### config.mk
export PLATFORM = sky130hd
export DESIGN_NAME = mux4way_arbiter
export DESIGN_NICKNAME = d
export VERILOG_FILES = /design/src/rtl/mux4way_arbiter_pkg.sv /design/src/rtl/mux4way_arbiter_rr_pick4.sv /design/src/rtl/mux4way_arbiter.sv
export SDC_FILE = /design/constraint.sdc
export NUM_CORES = 1
export LEC_CHECK = 0
export BUFFER_PORTS_ARGS = -buffer_cell sky130_fd_sc_hd__buf_2
export CAP_MARGIN = 20
export CORE_MARGIN = 4
export CORE_UTILIZATION = 44
export DETAILED_ROUTE_END_ITERATION = 16
export GPL_TIMING_DRIVEN = 0
export PLACE_DENSITY = 0.95
export SETUP_SLACK_MARGIN = 0.2
export SYNTH_ARGS = -nofsm -noshare
export SYNTH_HDL_FRONTEND = slang
export SYNTH_SLANG_ARGS = --single-unit
### constraint.sdc
create_clock -name clk -period 2.6 [get_ports clk]
set_input_delay 0.13 -clock clk [delete_from_list [all_inputs] [get_ports clk]]
set_output_delay 0.13 -clock clk [all_outputs]
set_load 0.005 [all_outputs]
### src/rtl/mux4way_arbiter_pkg.sv
// Shared constants for the 4-way round-robin merge arbiter.
// The select encoding matches the downstream DMux4Way fan-out.
package mux4way_arbiter_pkg;

    localparam int NUM_CH = 4;

    localparam logic [1:0] SEL_A = 2'b00;
    localparam logic [1:0] SEL_B = 2'b01;
    localparam logic [1:0] SEL_C = 2'b10;
    localparam logic [1:0] SEL_D = 2'b11;

    // Reset value of last: makes channel a the first in line after reset.
    localparam logic [1:0] LAST_RST = SEL_D;

    function automatic logic [NUM_CH-1:0] sel_onehot(input logic [1:0] sel);
        logic [NUM_CH-1:0] oh;
        oh      = '0;
        oh[sel] = 1'b1;
        return oh;
    endfunction

endpackage

### src/rtl/mux4way_arbiter_rr_pick4.sv
// Rotating priority encoder: scans last+1, last+2, last+3, last (mod 4)
// and returns the first requesting index.
module rr_pick4
    import mux4way_arbiter_pkg::*;
(
    input  logic [NUM_CH-1:0] req,
    input  logic [1:0]        last,
    output logic              any,
    output logic [1:0]        idx
);

    logic [1:0] cand;

    always_comb begin
        // NOTE: every variable written here gets a default first, so no
        // path through the block leaves it unassigned and no latch is inferred.
        any  = |req;
        idx  = last;
        cand = last;
        // Walk from lowest priority to highest so the closest hit wins.
        for (int k = NUM_CH; k >= 1; k--) begin
            cand = last + 2'(k);
            if (req[cand]) begin
                idx = cand;
            end
        end
    end

endmodule

### src/rtl/mux4way_arbiter.sv
// Merges four valid/ready channels into one registered stream, round-robin,
// tagging each word with its source select.
module mux4way_arbiter
    import mux4way_arbiter_pkg::*;
#(
    parameter int WIDTH = 16
) (
    input  logic                      clk,
    input  logic                      rst_n,
    input  logic [NUM_CH-1:0]         in_valid,
    input  logic [NUM_CH*WIDTH-1:0]   in_data,
    output logic [NUM_CH-1:0]         in_ready,
    output logic                      out_valid,
    input  logic                      out_ready,
    output logic [WIDTH-1:0]          out_data,
    output logic [1:0]                out_sel
);

    logic             out_valid_q, out_valid_d;
    logic [WIDTH-1:0] out_data_q,  out_data_d;
    logic [1:0]       out_sel_q,   out_sel_d;
    logic [1:0]       last_q,      last_d;

    logic             load;
    logic             any;
    logic [1:0]       idx;
    logic [WIDTH-1:0] ch_data [NUM_CH];

    rr_pick4 u_pick (
        .req  (in_valid),
        .last (last_q),
        .any  (any),
        .idx  (idx)
    );

    always_comb begin
        for (int i = 0; i < NUM_CH; i++) begin
            ch_data[i] = in_data[i*WIDTH +: WIDTH];
        end
    end

    // The output register can take a word when empty or when it is being popped.
    assign load = !out_valid_q || out_ready;

    always_comb begin
        in_ready = '0;
        if (rst_n && load && any) begin
            in_ready = sel_onehot(idx);
        end
    end

    always_comb begin
        out_valid_d = out_valid_q;
        out_data_d  = out_data_q;
        out_sel_d   = out_sel_q;
        last_d      = last_q;
        if (load) begin
            out_valid_d = any;
            if (any) begin
                out_data_d = ch_data[idx];
                out_sel_d  = idx;
                last_d     = idx;
            end
        end
    end

    always_ff @(posedge clk) begin
        // NOTE: non-blocking assignments so every register updates from the
        // same pre-edge values regardless of statement order.
        if (!rst_n) begin
            out_valid_q <= 1'b0;
            out_data_q  <= '0;
            out_sel_q   <= SEL_A;
            last_q      <= LAST_RST;
        end else begin
            out_valid_q <= out_valid_d;
            out_data_q  <= out_data_d;
            out_sel_q   <= out_sel_d;
            last_q      <= last_d;
        end
    end

    assign out_valid = out_valid_q;
    assign out_data  = out_data_q;
    assign out_sel   = out_sel_q;

endmodule

# Word level (Yosys, flattened, before mapping)
# Index checks and enable logic that the tools add are counted.
word_totals:
  out_inout_bits: 23
  elab_cells: 36
  mem_count: 0
  rom_bits: 0
  inputBits: 71
  ramBits: 0
  latchBits: 0
  reg_bits: 21
op_classes:
  n_lt_le_gt_ge: 6
  eq_ne: 0
  bitwise_logic: 1
  multipliers: 0
  n_reduce_logical: 7
  n_shift: 0
  n_mux: 15
  addsub: 3
  div: 0
ops:
  columns: ["operator", "count"]
  rows:
  - ["$bmux 16 s2", 1]
  - ["$mux 16", 2]
  - ["$lt 2x3->1 const B", 4]
  - ["$bmux 1 s2", 3]
  - ["$mux 2", 3]
  - ["$add 2x2->2 const B", 2]
  - ["$mux 1", 4]
  - ["$mux 4", 1]
  - ["$reduce_or 4->1", 1]
  - ["$ge 3x3->1 const B", 1]
  - ["$logic_and 1x1->1", 3]
  - ["$not 2->3", 1]
  - ["$add 2x1->2 const B", 1]
  - ["$demux 1 s2", 1]
  - ["$ge 2x1->1 const B", 1]
  - ["$reduce_and 2->1", 1]
  - ["$logic_not 1->1", 1]
  - ["$logic_or 1x1->1", 1]

# Longest topological paths before layout
depth:
  word_depth: 11
  mapped_depth: 8
  depth_no_buf: 5

# By module
# From an unflattened synthesis, not the netlist that was laid out.
hier_totals:
  cells_unflattened: 111
  area_unflattened_um2: 1256.2
modules_own_cells:
  columns: ["module", "area_each_um2", "seq_area_each_um2", "cells_each", "n_inst"]
  rows:
  - ["mux4way_arbiter", 1169.9, 420.4, 99, 1]
  - ["rr_pick4", 86.3, 0.0, 12, 1]

# Worst setup path after synthesis
# No wires, ideal clock.
synth_path:
  path_kind: "register to register"
  start: "register last_q[0]"
  end: "register out_data_q[0], in the netlist out_data[0]"
  required_time_ns: 2.473
  n_path_buf: 2
  arrival_time_ns: 1.386
  path_slack_ns: 1.086
  setup_ns: 0.127
  synth_period_minus_slack_ns: 1.514
  stages_incl_launch_ff: 8
  cell_sequence: "dfxtp_1 -> nor2b_1 -> o21a_1 -> a211oi_2 -> buf_6 -> buf_4 -> mux2i_1 -> a221oi_2"
synth_between:
  elab_chain_cells: 10
  word_cells_on_any_way: 16
  classes_between: "3 x add/sub; 12 x mux; 1 x bitwise"
synth_rtl:
  columns: ["item", "line_no", "rtl"]
  rows:
  - ["from (decl)", "mux4way_arbiter.sv:22", "logic [1:0] last_q, last_d;"]
  - ["from (signal assigned)", "mux4way_arbiter.sv:79", "last_q <= last_d;"]
  - ["$add 2x2->2", "mux4way_arbiter_rr_pick4.sv:22", "cand = last + 2'(k);"]
  - ["$bmux 1 s2", "mux4way_arbiter_rr_pick4.sv:23", "if (req[cand]) begin"]
  - ["$mux 1 (implied by the code)", "mux4way_arbiter_rr_pick4.sv:23", null]
  - ["$mux 2 (2 in series)", "mux4way_arbiter_rr_pick4.sv:23", null]
  - ["$mux 2 (*)", "mux4way_arbiter_rr_pick4.sv:23", null]
  - ["$not 2->3 (implied by the code) (*)", "mux4way_arbiter.sv:60", "out_data_d = ch_data[idx];"]
  - ["$bmux 16 s2 (*)", "mux4way_arbiter.sv:60", null]
  - ["$mux 16 (implied by the code) (*) (2 in series)", "mux4way_arbiter.sv:60", null]
  - ["to (signal assigned)", "mux4way_arbiter.sv:77", "out_data_q <= out_data_d;"]
  - ["to (decl)", "mux4way_arbiter.sv:20", "logic [WIDTH-1:0] out_data_q, out_data_d;"]
# Every way passes the cells marked *; elsewhere a longest branch is shown, timed or not. The select of a mux whose other input is x is not followed.
# A chain may end at the register's enable or synchronous reset.

# Final worst setup path
layout_path:
  start: "register last_q[0]"
  end: "output in_ready[1]"
layout_between:
  elab_chain_cells: 11
  word_cells_on_any_way: 18
  classes_between: "3 x add/sub; 2 x order compare; 12 x mux; 1 x reduce/logical"
layout_rtl:
  columns: ["item", "line_no", "rtl"]
  rows:
  - ["$add 2x2->2", "mux4way_arbiter_rr_pick4.sv:22", null]
  - ["$bmux 1 s2", "mux4way_arbiter_rr_pick4.sv:23", null]
  - ["$mux 1 (implied by the code)", "mux4way_arbiter_rr_pick4.sv:23", null]
  - ["$mux 2 (2 in series)", "mux4way_arbiter_rr_pick4.sv:23", null]
  - ["$mux 2 (*)", "mux4way_arbiter_rr_pick4.sv:23", null]
  - ["$lt 2x3->1 (implied by the code) or $ge 2x1->1 (tied branches)", "mux4way_arbiter_pkg.sv:18", "oh[sel] = 1'b1;"]
  - ["$logic_and 1x1->1 (implied by the code)", "mux4way_arbiter_pkg.sv:18", null]
  - ["$mux 1 (implied by the code)", "mux4way_arbiter_pkg.sv:18", null]
  - ["$demux 1 s2 (*)", "mux4way_arbiter_pkg.sv:18", null]
  - ["$mux 4 (*)", "mux4way_arbiter.sv:47", "if (rst_n && load && any) begin"]
  - ["to (decl)", "mux4way_arbiter.sv:12", "output logic [NUM_CH-1:0] in_ready,"]
# Marked as above.

==> metrics.txt <==
setup slack after placement 0.826 ns; WP data required 2.47 ns; Post-Synthesis Cells 132; worst min path class input port to register; Design Power 0.962 mW; Worst VDD drop 0.338 mV; register area 420 sq um; GPL Wtd Cong 0.851; Least-Margin Pin Slew 0.376 ns; Cell Count, Final, Fillers Out 260; Layout area overhead 38.9%; crit start category register; Ports 94; Die Ht 63.7 um; Hold-fix buffers, CTS 0; Netlist Area Pre-Place around 0.0014 sq mm; CTS Buf Count 3; Most used DFF post-synth dfxtp_1; Net Count, Synth 203; Buf/Inv on CP 3; drt pass-1 iters 4; Core Rows 19; clk_lat worst skew about 0.30 ns; H-Tree Depth 1; utilization after layout 66.4%; final hold viol count 0; grt ovf 0; number of global-route vias before repair roughly 1.4k; fin crit period between 2 and 2.5 ns; Worst Path Arrival 1.90 ns; CTS Sinks 21; gr usage total around 20%; initial drt markers 69; yosys warns 0; most used cell along the critical path buf_6; Max-slew headroom 74.9%; slowest CP cell dfxtp_1; Max Cap Viol 0; EDFF count, synth 0; PostCTS Resize Cnt 0; most frequent cells in the layout buf_2 (96), mux2i_1 (32), dfxtp_1 (21); period utilization 78.0%; combinational share of power 43.2%; Leakage Power 1.00 nW; initial core utilization 47.8%; final hold slack 0.0984 ns; sw frac 34.1%; filler instances ~250; initial antenna violation count 0; Die X roughly 64 um; Multi-input gate area approximately 840 sq um; power per cell area about 510 mW/mm^2; clock share of power between 10% and 20%; synthesized flop and latch total 21; Post-Place Cells approximately 260; ys async rst share 0%; final setup TNS 0 ns; CP delay by family, top simple AND/OR/NAND/NOR gates; first-pass GRT wire length 6320 um; internal power 0.633 mW; worst r2r path cells 7; clock-pin slew on the worst setup and hold paths 0.12 ns; RSZ-0062 raised after global routing no; DRC 0; ANT cells 0; Post-CTS Setup Inserts 0; Yosys cell types 27; IO buf count 93; crit-path max cell delay 0.41 ns; routed wire length 3920 um; FMAX about 490 MHz; hold path cells 4; share of the yosys chip area belonging to registers 30.9%; Placement Cell Area 0.00187 sq mm; final instance area 0.00189 sq mm; Final nets roughly 300; Root Driver clkbuf_4; outcome finished, final reports clean; final setup fails 0; Mapped Avg Cell Area 10.3 sq um; Sequential Power Share 40.4%; worst clock skew 0.00817 ns; vias per inst ~5.5; crit path capture type primary output; CP cell instances nor2b_1 -> nor3b_1 -> o21a_1 -> buf_6 -> buf_6 -> nand2_1 -> nor2_1 -> buf_2; largest net degree at the start of global routing 12; CP Class register to primary output; Max Slew Vio Count 0; layout cell share with drive strength beyond 1 about 54%; Post-DRT Antenna Nets 0; Post-DP HPWL 3230 um; routed via count 1428; P_sw around 0.33 mW; Worst Slack Setup Final 0.571 ns; WL/cell 15.1 um; commonest non-fill, non-tap cell in the layout buf_2; core area 0.00285 sq mm; critical-path maximum fanout 10; Die Area 0.00405 sq mm; critical path depth 8; CTS Buffer Depth 2; TritonCTS clock tree yes
cell type report:
type                            count  share of cell area (%)
Multi-Input combinational cell     98                    44.3
Buffer                             12                    5.22
Inverter                            1                   0.198
Sequential cell                    21                    22.2
Tap cell                           31                    2.05
Clock buffer                        4                    1.39
Timing Repair Buffer               93                    24.6
registers in the layout, indices dropped and copies added (netlist names):
register,cells
last_q,2
out_data,16
out_sel,2
out_valid,1
power groups by stage:
| stage | Clock (mW) | Combinational (mW) | Sequential, mW |
|---|---|---|---|
| detailed placement | 0 | 0.419 | 0.394 |
| global placement | 0 | 0.407 | 0.394 |
| CTS | 0.161 | 0.419 | 0.388 |
| finish | 0.158 | 0.415 | 0.389 |
| global route | 0.173 | 0.451 | 0.394 |
| floorplan | 0 | 0.267 | 0.398 |
kinds of logic (layout without fill, tap and decap cells):
kind of cell | count (synthesis) | in the layout | synth area share, %
AO/OA/AOI/OAI | 43 | 43 | 28.8
buffers and inverters | 13 | 110 | 7.53
flip-flops | 21 | 21 | 30.9
multiplexers | 32 | 32 | 23.5
AND/OR/NAND/NOR | 23 | 23 | 9.27
worst min-delay path, cell delays in order:
cell      delay (ns)
buf_2           0.07
inv_1           0.05
nand2_1         0.06
a21boi_0        0.06
metal layers:
metal,vias to the layer above,track usage [%],wire length [um]
li1,702,-,-
met1,658,22.3,1600
met2,64,36.5,1990
met3,4,5.15,278
met4,0,4.04,40
met5,-,0,0
synthesized netlist by cell type (2+ instances only):
cell | number | area, sq um
clkbuf_1 | 3 | 11.3
a21oi_1 | 4 | 20.0
nor2_1 | 6 | 22.5
nand2b_1 | 2 | 12.5
and3_1 | 2 | 12.5
o21a_1 | 2 | 15.0
dfxtp_1 | 21 | 420
nand2_1 | 4 | 15.0
nor2b_1 | 3 | 18.8
buf_6 | 4 | 45.0
o21ai_0 | 17 | 85.1
a221oi_2 | 16 | 240
buf_2 | 3 | 15.0
mux2i_1 | 32 | 320
path summary, 6_finish.rpt:
kind	startpoint	to	slack (ns)
setup / recovery	last_q[0]$_SDFFE_PN1P_	in_ready[1]	0.57
hold / removal	out_ready	out_valid$_SDFFE_PN0N_	0.1
setup reg to reg	last_q[0]$_SDFFE_PN1P_	out_data[12]$_SDFFE_PN0P_	0.86
hold reg to reg	out_valid$_SDFFE_PN0N_	out_valid$_SDFFE_PN0N_	0.50
(Power assumes the default switching activity.)
